`src/rtl/reg_ctrl_multi.sv`:
```
// Multi-channel floppy register controller: staged/active note registers, commit, mask,
// sticky error, per-channel watchdog, and a note-to-half-period lookup per channel.

module floppy_lookup (
    input  logic [6:0]  i_note,
    output logic [21:0] o_half_period
);
    // Half-period in 50 MHz clock cycles for the lowest octave (MIDI notes 0..11).
    logic [6:0]  w_octave;
    logic [6:0]  w_semi;
    logic [21:0] w_base;

    always_comb begin
        w_octave = i_note / 7'd12;
        w_semi   = i_note % 7'd12;
        w_base   = 22'd3057805;
        case (w_semi)
            7'd0:    w_base = 22'd3057805;
            7'd1:    w_base = 22'd2886184;
            7'd2:    w_base = 22'd2724195;
            7'd3:    w_base = 22'd2571296;
            7'd4:    w_base = 22'd2426983;
            7'd5:    w_base = 22'd2290767;
            7'd6:    w_base = 22'd2162196;
            7'd7:    w_base = 22'd2040840;
            7'd8:    w_base = 22'd1926298;
            7'd9:    w_base = 22'd1818183;
            7'd10:   w_base = 22'd1716135;
            7'd11:   w_base = 22'd1619818;
            default: w_base = 22'd3057805;
        endcase
        o_half_period = w_base >> w_octave;
    end
endmodule

module reg_ctrl_multi #(
    parameter int unsigned NUM_CH      = 4,
    parameter int unsigned TIMEOUT_CYC = 50_000_000
) (
    input  logic                 clk,
    input  logic                 rst,
    input  logic [5:0]           reg_addr,
    input  logic                 write,
    input  logic                 new_req,
    input  logic [7:0]           write_value,
    output logic [7:0]           read_value,
    output logic                 read_valid,
    output logic [7:0]           led,
    output logic [22*NUM_CH-1:0] f_sp,
    output logic [NUM_CH-1:0]    f_en
);
    localparam logic [5:0] ADDR_COMMIT = 6'h20;
    localparam logic [5:0] ADDR_MASK   = 6'h21;
    localparam logic [5:0] ADDR_STATUS = 6'h22;
    localparam logic [5:0] ADDR_TOFLAG = 6'h23;
    localparam logic [5:0] ADDR_ID     = 6'h3F;

    localparam bit          WD_EN   = (TIMEOUT_CYC != 0);
    localparam int unsigned CNT_W   = WD_EN ? $clog2(TIMEOUT_CYC + 1) : 1;
    localparam logic [CNT_W-1:0] TO_LAST = CNT_W'(WD_EN ? TIMEOUT_CYC - 1 : 0);

    logic [7:0]       r_stg [NUM_CH];
    logic [7:0]       r_act [NUM_CH];
    logic [CNT_W-1:0] r_cnt [NUM_CH];
    logic [NUM_CH-1:0] r_mask;
    logic [NUM_CH-1:0] r_toflag;
    logic              r_pend;
    logic              r_err;
    logic [7:0]        r_read_value;
    logic              r_read_valid;

    logic [NUM_CH-1:0] w_stg_hit;
    logic              w_mapped;
    logic [7:0]        w_rdata;
    logic              w_wr;
    logic              w_rd;
    logic              w_commit;
    logic [NUM_CH-1:0] w_expire;
    logic [NUM_CH-1:0] w_toflag_clr;

    always_comb begin
        w_wr     = new_req & write;
        w_rd     = new_req & ~write;
        w_commit = w_wr && (reg_addr == ADDR_COMMIT);
        for (int i = 0; i < NUM_CH; i++) begin
            w_stg_hit[i] = (reg_addr == 6'(i));
            // A same-cycle commit reloads the channel, so it suppresses the expiry.
            w_expire[i]  = WD_EN && r_act[i][7] && (r_cnt[i] == TO_LAST) && !w_commit;
        end
        w_toflag_clr = (w_wr && reg_addr == ADDR_TOFLAG) ? write_value[NUM_CH-1:0] : '0;
    end

    always_comb begin
        w_mapped = 1'b1;
        w_rdata  = 8'h00;
        case (reg_addr)
            ADDR_COMMIT: w_rdata = {7'b0, r_pend};
            ADDR_MASK:   w_rdata = 8'(r_mask);
            ADDR_STATUS: w_rdata = {6'b0, r_err, r_pend};
            ADDR_TOFLAG: w_rdata = 8'(r_toflag);
            ADDR_ID:     w_rdata = {5'b0, 3'(NUM_CH - 1)};
            default: begin
                w_mapped = |w_stg_hit;
                for (int i = 0; i < NUM_CH; i++) begin
                    if (w_stg_hit[i]) w_rdata = r_stg[i];
                end
            end
        endcase
    end

    always_ff @(posedge clk) begin
        if (rst) begin
            for (int i = 0; i < NUM_CH; i++) begin
                r_stg[i] <= 8'h00;
                r_act[i] <= 8'h00;
                r_cnt[i] <= '0;
            end
            r_mask       <= '1;
            r_toflag     <= '0;
            r_pend       <= 1'b0;
            r_err        <= 1'b0;
            r_read_value <= 8'h00;
            r_read_valid <= 1'b0;
        end else begin
            for (int i = 0; i < NUM_CH; i++) begin
                if (w_wr && w_stg_hit[i]) r_stg[i] <= write_value;
                if (w_commit) begin
                    r_act[i] <= r_stg[i];
                    r_cnt[i] <= '0;
                end else if (w_expire[i]) begin
                    r_act[i][7] <= 1'b0;
                    r_cnt[i]    <= '0;
                end else if (WD_EN && r_act[i][7]) begin
                    r_cnt[i] <= r_cnt[i] + CNT_W'(1);
                end
            end

            if (w_commit) r_pend <= 1'b0;
            else if (w_wr && |w_stg_hit) r_pend <= 1'b1;

            if (w_wr && reg_addr == ADDR_MASK) r_mask <= write_value[NUM_CH-1:0];

            // Expiry set is OR-ed in last so it wins over a same-cycle clear.
            r_toflag <= (r_toflag & ~w_toflag_clr) | w_expire;

            if (new_req && !w_mapped) r_err <= 1'b1;
            else if (w_rd && reg_addr == ADDR_STATUS) r_err <= 1'b0;

            r_read_valid <= w_rd;
            if (w_rd) r_read_value <= w_rdata;
        end
    end

    for (genvar g = 0; g < NUM_CH; g++) begin : g_ch
        floppy_lookup u_lookup (
            .i_note        (r_act[g][6:0]),
            .o_half_period (f_sp[22*g +: 22])
        );
        assign f_en[g] = r_act[g][7] & r_mask[g];
    end

    assign led        = 8'(f_en);
    assign read_value = r_read_value;
    assign read_valid = r_read_valid;
endmodule

```
`config.mk`:
```
export PLATFORM = sky130hd
export DESIGN_NAME = reg_ctrl_multi
export DESIGN_NICKNAME = d
export VERILOG_FILES = /design/src/rtl/reg_ctrl_multi.sv
export SDC_FILE = /design/constraint.sdc
export NUM_CORES = 1
export LEC_CHECK = 0
export ABC_AREA = 0
export BUFFER_PORTS_ARGS = -buffer_cell sky130_fd_sc_hd__buf_2
export CAP_MARGIN = 10
export CORE_MARGIN = 2
export CORE_UTILIZATION = 40
export CTS_BUF_LIST = sky130_fd_sc_hd__clkbuf_16
export DETAILED_ROUTE_END_ITERATION = 10
export RECOVER_POWER = 100
export SLEW_MARGIN = 20
export SYNTH_ARGS = -nofsm -noshare
export SYNTH_HDL_FRONTEND = slang
export SYNTH_SLANG_ARGS = --single-unit
```
`constraint.sdc`:
```
create_clock -name clk -period 4.6 [get_ports clk]
set_clock_uncertainty 0.2 [all_clocks]
set_input_delay 0.23 -clock clk [delete_from_list [all_inputs] [get_ports clk]]
set_output_delay 0.23 -clock clk [all_outputs]
set_load 0.01 [all_outputs]
```
# --- Word-level counts from Yosys, hierarchy flattened ---
# Memories as Yosys holds them, arrays and structs flattened.
# Index checks and enable logic that the tools add are counted.
classes:
  reduce_logical: 29
  n_shift: 4
  bitwise: 34
  div_mod_pow: 8
  muxes: 90
  add_sub_neg: 4
  n_eq_ne: 12
ops:
  columns: ["op", "count"]
  rows:
  - ["$mux 26", 12]
  - ["$add 26x1->26 const B", 4]
  - ["$eq 26x26->1 const B", 4]
  - ["$mux 8", 12]
  - ["$mux 22", 4]
  - ["$shr 22x7->22", 4]
  - ["$mux 1", 60]
  - ["$pmux 8 s5", 1]
  - ["$eq 6x6->1 const B", 5]
  - ["$div 7x4->7 const B", 4]
  - ["$mod 7x4->7 const B", 4]
  - ["$or 1x1->1", 24]
  - ["$logic_and 1x1->1", 18]
  - ["$eq 6x2->1 const B", 2]
  - ["$logic_not 3->1", 4]
  - ["$and 1x1->1", 6]
  - ["$eq 6x1->1 const B", 1]
  - ["$logic_not 6->1", 1]
  - ["$reduce_or 5->1", 1]
  - ["$and 4x4->4", 1]
  - ["$mux 4", 1]
  - ["$not 4->4", 1]
  - ["$or 4x4->4", 1]
  - ["$reduce_or 4->1", 1]
  - ["4 further kinds", 5]
word_totals:
  memories: 7
  in_bits: 18
  romBits: 1408
  ram_bits: 168
  reg_bits: 19
  wordCells: 194
mem_list:
  columns: ["memory", "depth", "word_bits", "read_ports", "rd_ports_with_merged_regs", "wr", "line", "rtl"]
  rows:
  - ["(name not given)", 16, 22, 1, 0, 0, "17", "case (w_semi)"]
  - ["(name not given)", 16, 22, 1, 0, 0, "17", null]
  - ["(name not given)", 16, 22, 1, 0, 0, "17", null]
  - ["(name not given)", 16, 22, 1, 0, 0, "17", null]
  - ["r_cnt", 4, 26, 4, 0, 4, "64", "logic [CNT_W-1:0] r_cnt [NUM_CH];"]
  - ["r_act", 4, 8, 4, 0, 4, "63", "logic [7:0] r_act [NUM_CH];"]
  - ["1 more memories", null, null, null, null, null, null, null]

# --- Depth between registers and ports, before layout ---
logic_depth:
  word_depth: 10
  mapped_depth: 13
  mapped_depth_nobuf: 10

# --- Cells and area by module ---
# Synthesis repeated with hierarchy kept, for this count alone.
hier_totals:
  hier_cells: 2797
  hier_area_um2: 22501.6
modules_own_cells:
  columns: ["mod", "cells_each", "area_per_inst_um2", "n_inst", "seq_area_each_um2"]
  rows:
  - ["floppy_lookup", 493, 3315.7, 4, 0.0]
  - ["reg_ctrl_multi", 825, 9238.9, 1, 5425.2]

# --- Least setup slack after synthesis ---
# No wires, ideal clock.
synth_path:
  path_kind: "register to output"
  startpoint: "memory r_act[3][0]"
  endpoint: "output f_sp[79]"
  setup_slack_ns: 0.672
  arrival_time_ns: 3.498
  n_path_buf: 2
  path_stages_with_launch: 13
  cell_sequence: "edfxtp_1 -> clkbuf_1 -> clkinv_1 -> ha_1 -> clkbuf_1 -> nand2b_1 -> a22oi_1 -> o32ai_1 -> or4_4 -> o21a_1 -> a222oi_1 -> o21ai_1 -> a221oi_2"
synth_rtl:
  columns: ["item", "line", "rtl"]
  rows:
  - ["from (decl)", "63", null]
  - ["to (decl)", "49", "output logic [22*NUM_CH-1:0] f_sp,"]

==> reports/qor.csv <==
metric;value;unit
yosysWarningCount;0;
gp_congestion;0.953;
clockRootBuffer;clkbuf_16;
clkSlewWorstSetupHoldPaths;0.08;ns
die_h;232;um
synth_edf_count;168;
min_period_over_period;96.8;%
yosysSeqAreaShare;26.0;%
grt_max_degree;63;
yosysTopAreaCellShare;24.2;%
synth-async-reset-ratio;0;%
whs;0.156;ns
ir_worst_vdd;0.000277;V
clock-sinks;187;
worstHoldPathType;in2reg;
synthFlopType;edfxtp_1;
reg2reg_depth;6;
dr.first_iter.drc_count;2654;
start_util;40.5;%
yosysUniqueCellTypes;111;
slew_violations;30;
min-delay-start;reg_addr[5];
hpwl;51000;um
cap_violations;1;
insertion_delay;0.44;ns
mostFrequentLayoutCell;nor2_1;
grt_pass1_vias;19700;
drc;0;
synth_top_cell_by_area;edfxtp_1;
finalHoldViolCount;0;
antenna_found_initial;2;
r2r-end;r_cnt[1][21];
p_leak;8.00;nW
critPathTopFamily;compound AO/OA/AOI/OAI gates;
setup_tns;0;ns
fp.dieW;232;um
synth_area_leaders;edfxtp_1 (24%), nor2_1 (5.5%), a21oi_1 (4.0%);
wl_per_cell;20.5;um
status;complete, but fails checks;
path_buf_inv;4;
hold_path_end;r_err;
dr.pass1.iters;6;
crit_slowest_cell;a2111oi_0;
synth_cells;2677;
slowest_delay;0.86;ns
worstMarginPinSlew;1.65;ns
ant_nets;0;
ff2ff_setup_slack;1.15;ns
cts_tree;done;
avgSynthCellArea;7.78;sq um
die-area;0.0539;sq mm
layout.nets;2767;
critical_path.most_common_cell;buf_4;
cts_buffers;17;
num_rows;83;
synth-seq-cells;187;
io_buffers;122;
viasPerCell;6.34;
setup_viol;0;
cp_max_fo;14;
crit_cells;11;
grt_pass1_wl;110000;um
htree_levels;4;
arrival;4.02;ns
slew_headroom;-9.88;%
violations;capacitance limit, slew limit;
overflow;0;
ios;127;
netlist_area;0.0208;sq mm
max_freq;0.224;GHz
cp_cell_sequence;buf_4 > buf_4 > xnor2_1 > o22ai_1 > a2111oi_0 > buf_4 > mux2i_1 > a221oi_1 > nand2_1 > o21ai_0 > buf_2;
final_cell_mix;nor2_1 (304), nand2_1 (206), edfxtp_1 (168);
final_layout_size_suffix_gt1_share;11.0;%
via_count;21700;
power_density;214;mW/mm^2
grtUsageTotal;24.8;%
required;4.17;ns
clockBufferDepth;2;
criticalPathCategory;reg2out;
critPathLaunchType;flop;
coreArea;0.0514;sq mm
area_growth;9.74;%
routed_wl;70100;um
worstSetupEndpointType;output pin;
period_minus_slack;4.45;ns
grt_setup_unrepaired;no;
timing.rr.start;r_cnt[1][2];
min_path_cells;4;
[metrics by stage]
step           util, %  area, sq um  cells  setup WS, ns  power (mW)
3_5_place_dp      43.0        22100   3357         0.557        3.39
6_report          44.5        22900   3415         0.145        4.90
4_1_cts           44.4        22800   3400        0.0630        4.90
2_1_floorplan        -        20800   2680         0.672        2.96
3_3_place_gp      43.0        22100   3357         0.589        3.39
5_1_grt           44.5        22900   3415       0.00994        5.11
[tightest hold or removal path, cell delays in order]
cell and delay [ns]:
buf_2 0.15, nand2_1 0.16, o31ai_1 0.10, a21oi_1 0.12
[where the power goes]
group          total [mW]  internal [mW]  switching, mW
Clock                1.50          0.781          0.723
Combinational        1.40          0.509          0.889
Sequential           2.00           1.92         0.0751
Total                4.90           3.21           1.69
[timing repair]
item / in CTS / in global routing
setup buffers: 0 / 14
resized for setup: 0 / 8
setup endpoints to repair: 0 / 38
hold buffers: 11 / 0
endpoints found under the hold margin: 46 / 0
[cell type report]
type                    count  area, sq um
clock inverters            15          176
clock buffers              17          425
well taps                 680          851
diodes                      1         2.50
flip-flops and latches    187         5430
multi-input cells        2212        14200
fillers                  5233        28500
repair buffers            255         1600
inverters                  48          180
[logic make-up after synthesis]
family | count (synthesis) | share of synthesized area, %
adder cells (fa/ha/maj) | 28 | 1.68
XOR/XNOR | 134 | 5.78
other | 1 | 0.0180
AO/OA/AOI/OAI | 855 | 29.0
buffers and inverters | 281 | 6.04
flip-flops | 187 | 26.0
multiplexers | 67 | 3.84
AND/OR/NAND/NOR | 1124 | 27.6
[synthesized netlist by cell type, drive strengths merged (29+ instances only)]
master / n
o21ai: 151
mux2i: 45
a211oi: 48
o31ai: 29
nand3: 111
nor2b: 49
o22ai: 52
nor3: 75
and2: 91
clkbuf: 126
xnor2: 51
a21oi: 169
nand2b: 55
buf: 107
o221ai: 34
edfxtp: 168
o211ai: 43
a22oi: 38
nor2: 306
xor2: 83
nand2: 209
and3: 44
inv: 41
[registers in the layout, summed over array words and instances (netlist names)]
signal,count
read_value,8
r_stg,32
r_pend,1
read_valid,1
r_cnt,104
r_err,1
r_toflag,4
r_act,32
r_mask,4
[metal layers]
layer / GRT usage (%) / vias to the layer above / part of all wire [%]
met3: 2.33 / 121 / 7.1
met1: 36.0 / 10300 / 45
li1: - / 10200 / -
met2: 38.8 / 1028 / 45
met5: 0 / - / 0.016
met4: 7.63 / 2 / 2.6
[worst max path at each step]
stage / from / end / slack [ns]
6_report: r_act[2][4] / f_sp[58] / 0.15
5_1_grt: r_act[1][6] / f_sp[22] / 0.01
4_1_cts: r_act[2][4] / f_sp[49] / 0.06
3_5_place_dp: r_act[2][4] / f_sp[49] / 0.56
3_3_place_gp: r_act[0][5] / f_sp[2] / 0.59
2_1_floorplan: r_act[3][0] / f_sp[79] / 0.67
No activity file was read; power rests on OpenSTA's default activity.
